--- config.mk ---
export PLATFORM = sky130hd
export DESIGN_NAME = alu_sequencer
export DESIGN_NICKNAME = d
export VERILOG_FILES = /design/src/rtl/alu_seq_pkg.sv /design/src/rtl/seq_regfile.sv /design/src/rtl/alu_sequencer.sv
export SDC_FILE = /design/constraint.sdc
export NUM_CORES = 1
export LEC_CHECK = 0
export BUFFER_PORTS_ARGS = -buffer_cell sky130_fd_sc_hd__buf_2
export CAP_MARGIN = 10
export CORE_ASPECT_RATIO = 0.5
export CORE_MARGIN = 4
export CORE_UTILIZATION = 55
export DETAILED_ROUTE_END_ITERATION = 6
export GPL_ROUTABILITY_DRIVEN = 0
export PLACE_DENSITY = 0.77
export SYNTH_ARGS = -nofsm -noshare
export SYNTH_HDL_FRONTEND = slang
export SYNTH_HIERARCHICAL = 1
export SYNTH_SLANG_ARGS = --single-unit
--- constraint.sdc ---
create_clock -name clk -period 2.86 [get_ports clk]
set_clock_uncertainty 0.1 [all_clocks]
set_input_delay 0.572 -clock clk [delete_from_list [all_inputs] [get_ports clk]]
set_output_delay 0.572 -clock clk [all_outputs]
set_load 0.005 [all_outputs]
--- src/rtl/alu_seq_pkg.sv ---
// Shared types and constants for the ALU command sequencer.
package alu_seq_pkg;

  typedef enum logic [1:0] {
    IDLE  = 2'd0,
    ISSUE = 2'd1,
    EXEC  = 2'd2
  } state_t;

  localparam int NUM_REGS = 8;
  localparam int REG_AW   = 3;

  // Command word layout: {op, rd, ra, rb}
  localparam int OP_MSB = 11;
  localparam int OP_LSB = 9;
  localparam int RD_MSB = 8;
  localparam int RD_LSB = 6;
  localparam int RA_MSB = 5;
  localparam int RA_LSB = 3;
  localparam int RB_MSB = 2;
  localparam int RB_LSB = 0;

  // Bit positions within flags = {O, C, Z, N}
  localparam int FLAG_O = 3;
  localparam int FLAG_C = 2;
  localparam int FLAG_Z = 1;
  localparam int FLAG_N = 0;

endpackage

--- src/rtl/seq_regfile.sv ---
// 8-entry register file, two async read ports with write-through bypass.
// ALU_SEQ_R0_ZERO_EN: r0 hardwired to zero (writes dropped, reads 0).
module seq_regfile
  import alu_seq_pkg::*;
#(
  parameter int DATA_W = 32
) (
  input  logic              clk,
  input  logic              rst_n,
  input  logic              we,
  input  logic [REG_AW-1:0] waddr,
  input  logic [DATA_W-1:0] wdata,
  input  logic [REG_AW-1:0] raddr_a,
  input  logic [REG_AW-1:0] raddr_b,
  output logic [DATA_W-1:0] rdata_a,
  output logic [DATA_W-1:0] rdata_b
);

  logic [NUM_REGS-1:0][DATA_W-1:0] rf;
  logic                            we_eff;

`ifdef ALU_SEQ_R0_ZERO_EN
  assign we_eff = we && (waddr != '0);
`else
  assign we_eff = we;
`endif

  always_ff @(posedge clk or negedge rst_n) begin
    if (!rst_n)      rf        <= '0;
    else if (we_eff) rf[waddr] <= wdata;
  end

  // A same-edge write is forwarded so a load and an accept can coincide;
  // gating with we_eff keeps r0 reading zero through the bypass too.
  always_comb begin
    rdata_a = rf[raddr_a];
    rdata_b = rf[raddr_b];
    if (we_eff && (raddr_a == waddr)) rdata_a = wdata;
    if (we_eff && (raddr_b == waddr)) rdata_b = wdata;
  end

endmodule

--- src/rtl/alu_sequencer.sv ---
// Three-cycle register-to-register command sequencer around an external ALU.
// ALU_SEQ_R0_ZERO_EN (see seq_regfile) makes r0 a constant zero.
module alu_sequencer
  import alu_seq_pkg::*;
#(
  parameter int DATA_W = 32,
  parameter int OP_W   = 3
) (
  input  logic              clk,
  input  logic              rst_n,
  input  logic [11:0]       command,
  input  logic              run,
  output logic              ready,
  input  logic              ld_en,
  input  logic [REG_AW-1:0] ld_addr,
  input  logic [DATA_W-1:0] ld_data,
  output logic [DATA_W-1:0] data_a,
  output logic [DATA_W-1:0] data_b,
  output logic [OP_W-1:0]   alu_op_code,
  input  logic [DATA_W-1:0] y,
  input  logic              alu_O,
  input  logic              alu_C,
  input  logic              alu_Z,
  input  logic              alu_N,
  output logic [3:0]        flags,
  output logic              done
);

  state_t            state, state_nxt;
  logic [REG_AW-1:0] rd_q;
  logic              accept, load;
  logic              we;
  logic [REG_AW-1:0] waddr;
  logic [DATA_W-1:0] wdata;
  logic [DATA_W-1:0] rdata_a, rdata_b;

  logic [2:0]        cmd_op;
  logic [REG_AW-1:0] cmd_rd, cmd_ra, cmd_rb;

  assign cmd_op = command[OP_MSB:OP_LSB];
  assign cmd_rd = command[RD_MSB:RD_LSB];
  assign cmd_ra = command[RA_MSB:RA_LSB];
  assign cmd_rb = command[RB_MSB:RB_LSB];

  assign ready  = (state == IDLE);
  assign accept = ready && run;
  assign load   = ready && ld_en;

  // Writeback only happens in EXEC and loads only in IDLE, so one port suffices.
  assign we    = (state == EXEC) || load;
  assign waddr = (state == EXEC) ? rd_q : ld_addr;
  assign wdata = (state == EXEC) ? y    : ld_data;

  seq_regfile #(.DATA_W(DATA_W)) u_rf (
    .clk     (clk),
    .rst_n   (rst_n),
    .we      (we),
    .waddr   (waddr),
    .wdata   (wdata),
    .raddr_a (cmd_ra),
    .raddr_b (cmd_rb),
    .rdata_a (rdata_a),
    .rdata_b (rdata_b)
  );

  always_ff @(posedge clk or negedge rst_n) begin
    if (!rst_n) state <= IDLE;
    else        state <= state_nxt;
  end

  always_comb begin
    state_nxt = state;
    case (state)
      IDLE:    if (run) state_nxt = ISSUE;
      ISSUE:   state_nxt = EXEC;
      EXEC:    state_nxt = IDLE;
      default: state_nxt = IDLE;
    endcase
  end

  always_ff @(posedge clk or negedge rst_n) begin
    if (!rst_n) begin
      data_a      <= '0;
      data_b      <= '0;
      alu_op_code <= '0;
      rd_q        <= '0;
      flags       <= '0;
      done        <= 1'b0;
    end else begin
      done <= (state == EXEC);
      if (accept) begin
        data_a      <= rdata_a;
        data_b      <= rdata_b;
        alu_op_code <= OP_W'(cmd_op);
        rd_q        <= cmd_rd;
      end
      if (state == EXEC) begin
        flags[FLAG_O] <= alu_O;
        flags[FLAG_C] <= alu_C;
        flags[FLAG_Z] <= alu_Z;
        flags[FLAG_N] <= alu_N;
      end
    end
  end

endmodule

* After elaboration in Yosys (flattened, before gate mapping)
Cells that the tools add are included.
** Word-level totals
- Flip-flop bits (word level) :: 333
- Bits of input ports :: 87
- Output and inout port bits :: 73
- Word-level logic and storage cells :: 44
** Cells by class
- Magnitude comparators :: 4
- Equality and inequality tests :: 5
- Muxes and demuxes :: 13
- Reduce and logical (&&, ||, !) cells :: 7
** Operators by type and width (count)
- $bwmux W256 :: 1
- $bmux W32 S3 :: 2
- $mux W32 :: 6
- $demux W32 S3 :: 1
- $lt A3 B4 Y1 const B :: 3
- $eq A3 B3 Y1 :: 2
- $logic_and A1 B1 Y1 :: 5
- $pmux W2 S2 :: 1
- $ge A3 B1 Y1 const B :: 1
- $mux W3 :: 1
- $eq A2 B1 Y1 const B :: 1
- $eq A2 B2 Y1 const B :: 1
- $logic_not A2 Y1 :: 1
- $mux W2 :: 1
- $ne A2 B2 Y1 const B :: 1
- $logic_or A1 B1 Y1 :: 1

* Depth between registers and ports, before layout
- Word-level depth :: 7
- Mapped depth :: 9
- Depth with buffers taken out :: 6

* Modules after synthesis
The synthesis kept the hierarchy.
** By module, submodules not included
- seq_regfile :: times used 1, cells each 888, area an instance 14666.6 µm², sequential area each 6406.1 µm²
- alu_sequencer :: times used 1, cells each 204, area an instance 3796.1 µm², sequential area each 1926.8 µm²

* Least setup slack after synthesis
OpenSTA, ideal clock, no wires.
- Path type :: reg-to-reg
- From :: register state[0]
- To :: register data_a[22]
- Library setup time :: 0.128 ns
- Data arrival time :: 2.487 ns
- Data required time :: 2.632 ns
- Setup slack :: 0.146 ns
- Stages on the path, launching flop included :: 10
- Buffers on the path :: 3
- Period minus slack after synthesis :: 2.714 ns
- Cells stage by stage :: dfrtp_1 > and2b_4 > buf_6 > mux2_4 > clkbuf_1 > xnor2_1 > nand4_1 > buf_2 > mux2_2 > mux2_1
** Between the ends
- Longest elaborated chain between the ends :: 5
- Elaborated cells between the ends (all ways) :: 10
- Those cells by class :: 2 x eq/ne; 3 x mux; 5 x reduce/logical
** Ends and longest elaborated chain
- start, declared :: line alu_sequencer.sv:29 : state_t state, state_nxt;
- start signal, assigned :: line alu_sequencer.sv:68 : else state <= state_nxt;
- $eq A2 B2 Y1 :: line alu_sequencer.sv:51 : assign waddr = (state == EXEC) ? rd_q : ld_addr;
- $mux W3 :: line alu_sequencer.sv:51
- net waddr[0] :: line alu_sequencer.sv:33 : logic [REG_AW-1:0] waddr;
- $eq A3 B3 Y1 :: line seq_regfile.sv:38 : if (we_eff && (raddr_a == waddr)) rdata_a = wdata;
- $logic_and A1 B1 Y1 :: line seq_regfile.sv:38
- $mux W32 :: line seq_regfile.sv:38
- net rdata_a[22] :: line alu_sequencer.sv:35 : logic [DATA_W-1:0] rdata_a, rdata_b;
- end signal, assigned :: line alu_sequencer.sv:92 : data_a <= rdata_a;
- end, declared :: line alu_sequencer.sv:17 : output logic [DATA_W-1:0] data_a,
The timed path passes the listed nets, and every way through them passes these cells.
A chain may end at the register's enable or synchronous reset.

* Worst setup path after layout
Ends and elaborated chain as after synthesis.

==> results_dict.tcl <==
set metrics [dict create \
    wl_um 43120 \
    timing.slew.headroom_pct 53.04 \
    synth_nets 1179 \
    layout_common_cells "333 x dfrtp_1, 189 x mux2_1, 167 x mux2_2, 154 x buf_2, 137 x mux2_4" \
    start_util_pct 55.86 \
    synth_seq_cells 333 \
    clock_latency_ns 0.56 \
    first_global_vias 11640 \
    overflow 0 \
    switchingPower_mw 5.620 \
    drive_gt1_share_pct 51.37 \
    pwr-share-comb_pct 35.5 \
    htreeDepth 1 \
    crit_path_start_kind "register" \
    path_class "register to register" \
    hold_depth 2 \
    clockBufferDepth 3 \
    r2r_end "data_a[22]$_DFFE_PN0P_" \
    die_y_um 137.6 \
    clkTransAtPathRegs_ns 0.07 \
    intPower_mw 14.11 \
    vias 10450 \
    syn_to_final_growth_pct 12.40 \
    grt_pass1_wl_um 68070 \
    period_minus_slack_ns 2.655 \
    setup_viol 0 \
    worst_pin_slew_ns 0.7043 \
    viasPerCell 6.215 \
    drv_slew 0 \
    clockPowerShare_pct 20.6 \
    cp_data_required_time_ns 3.19 \
    holdPathEnd "alu_op_code[2]$_DFFE_PN0P_" \
    seq_area_frac_synth_pct 45.13 \
    clock_sinks 333 \
    drt-wirelength-per-cell_um 25.64 \
    grt.total_usage_pct 24.05 \
    r2r_cells 7 \
    first_pass_iters 5 \
    yosysUniqueCellTypes 23 \
    yosysTopAreaCellShare_pct 45.13 \
    ys.warnings.count 6 \
    core_um2 33050 \
    netlist_area_um2 18460 \
    hold_violations 0 \
    synth.avg_cell_area_um2 16.91 \
    cp_max_fo 22 \
    leakage_nw 9.269 \
    antenna_left 0 \
    synth_top_cell_by_area "dfrtp_1" \
    fmax_ghz 0.3766 \
    final_common_cell "dfrtp_1" \
    hold_path.class "input pin to register" \
    arrival_ns 2.98 \
    grt_setup_unrepaired "no" \
    cts_tree "built" \
    drtIter0Drc 660 \
    cap_violations 0 \
    hpwl_um 26610 \
    power_density_nw_per_um2 950.8 \
    dp.cells 1628 \
    pin_count 160 \
    fin_setup_tns_ns 0 \
    cp-end-kind "register" \
    status "complete, no violations" \
    power_mw 19.73 \
    synthTopCellsByArea "dfrtp_1 45%, mux2_1 12%, mux2_4 11%" \
    fp.dieW_um 267.1 \
    final_nets 1306 \
    die-area_um2 36740 \
    cts_resized 0 \
    antenna_found_initial 1 \
    cts-root-buf "clkbuf_16" \
    io_buffers 159 \
    sequentialPowerShare_pct 43.9 \
    synth_cells 1092 \
    grt_max_degree 81 \
    drc 0 \
    r2r_start "state[0]$_DFFE_PN0P_" \
    fin_util_pct 62.79 \
    row_count 47 \
    ir_drop_v 0.0005040 \
    cts-buffers-inserted 29 \
    swShare_pct 28.48 \
    finalCritPeriodShare_pct 92.84 \
    final_cells 1682 \
    min_from "command[11]" \
    rrSetupSlack_ns 0.20 \
]
[state kept, by name, indices dropped and copies added, names as in the netlist]
name and count:
state 2, rd_q 3, u_rf/rf 256, done 1, flags 4, alu_op_code 3, data_a 32, data_b 32
[critical path, stage by stage, from the launching register on]
cell     delay [ns]
dfrtp_1        0.44
and2b_4        0.32
mux2_4         0.39
xnor2_1        0.21
nand4_1        0.20
buf_12         0.27
mux2_2         0.28
mux2_1         0.29
[final cells by class]
class                   instances  area (µm²)
diodes                          1       2.502
multi-input cells             645        9376
well taps                     441       551.8
flip-flops and latches        333        8333
clock buffers                  42       844.6
fillers                      2356       12300
clock inverters                10       130.1
repair buffers                210        1514
[through the flow]
stage / hold WS (ns) / setup slack, ns / area (µm²)
floorplan: 0.1764 / 0.1456 / 18460
global placement: 0.3735 / 0.2815 / 19770
detailed placement: 0.3865 / 0.2322 / 19770
CTS: 0.1175 / 0.2143 / 20750
global route: 0.1318 / 0.1127 / 20750
finish: 0.1518 / 0.2048 / 20750
[cells by family after synthesis]
kind of cell,count (synthesis),share of synthesized area (%)
multiplexers,621,49.61
XOR/XNOR,6,0.2846
buffers and inverters,114,4.242
flip-flops,333,45.13
AND/OR/NAND/NOR,18,0.7320
[synth_stat cells]
cell,n
clkbuf_1,29
buf_2,23
buf_4,4
mux2_2,167
nor3b_2,3
nand2b_1,1
nor3_1,1
nand4b_1,3
dfrtp_1,333
buf_6,9
mux4_2,72
nor2b_1,1
nand4_1,3
xnor2_1,6
nand2_1,1
buf_12,15
buf_1,34
and2b_4,1
mux4_1,56
nor2_1,3
nor3_2,1
mux2_4,137
mux2_1,189
[timing repair]
action / CTS / global route
hold buffers: 1 / 0
hold endpoints to repair: 70 / 0
setup buffers: 0 / 0
[power groups by stage]
stage / clock [mW] / sequential [mW] / combinational [mW]
floorplan: 0 / 8.15 / 5.45
finish: 4.07 / 8.66 / 7.00
global placement: 0 / 8.45 / 6.77
detailed placement: 0 / 8.70 / 7.04
CTS: 4.17 / 8.64 / 7.08
global route: 4.37 / 8.93 / 7.57
[how the worst max path moves through the flow]
stage,startpoint,end,slack (ns),cells past startpoint
finish,state[0]$_DFFE_PN0P_,data_a[22]$_DFFE_PN0P_,0.20,7
global placement,command[0],data_b[17]$_DFFE_PN0P_,0.28,6
CTS,state[0]$_DFFE_PN0P_,data_a[22]$_DFFE_PN0P_,0.21,7
floorplan,state[0]$_DFFE_PN0P_,data_a[22]$_DFFE_PN0P_,0.15,9
detailed placement,state[0]$_DFFE_PN0P_,data_a[22]$_DFFE_PN0P_,0.23,7
global route,state[0]$_DFFE_PN0P_,data_b[8]$_DFFE_PN0P_,0.11,7
[layer usage]
layer / up-vias / part of all wire (%) / GRT usage (%)
met1: 5683 / 43 / 32.38
met4: 0 / 2.3 / 5.362
li1: 4452 / - / -
met2: 258 / 51 / 42.49
met3: 61 / 4.1 / 3.123
met5: - / 0 / 0
Power figures use the tool's default switching activity.
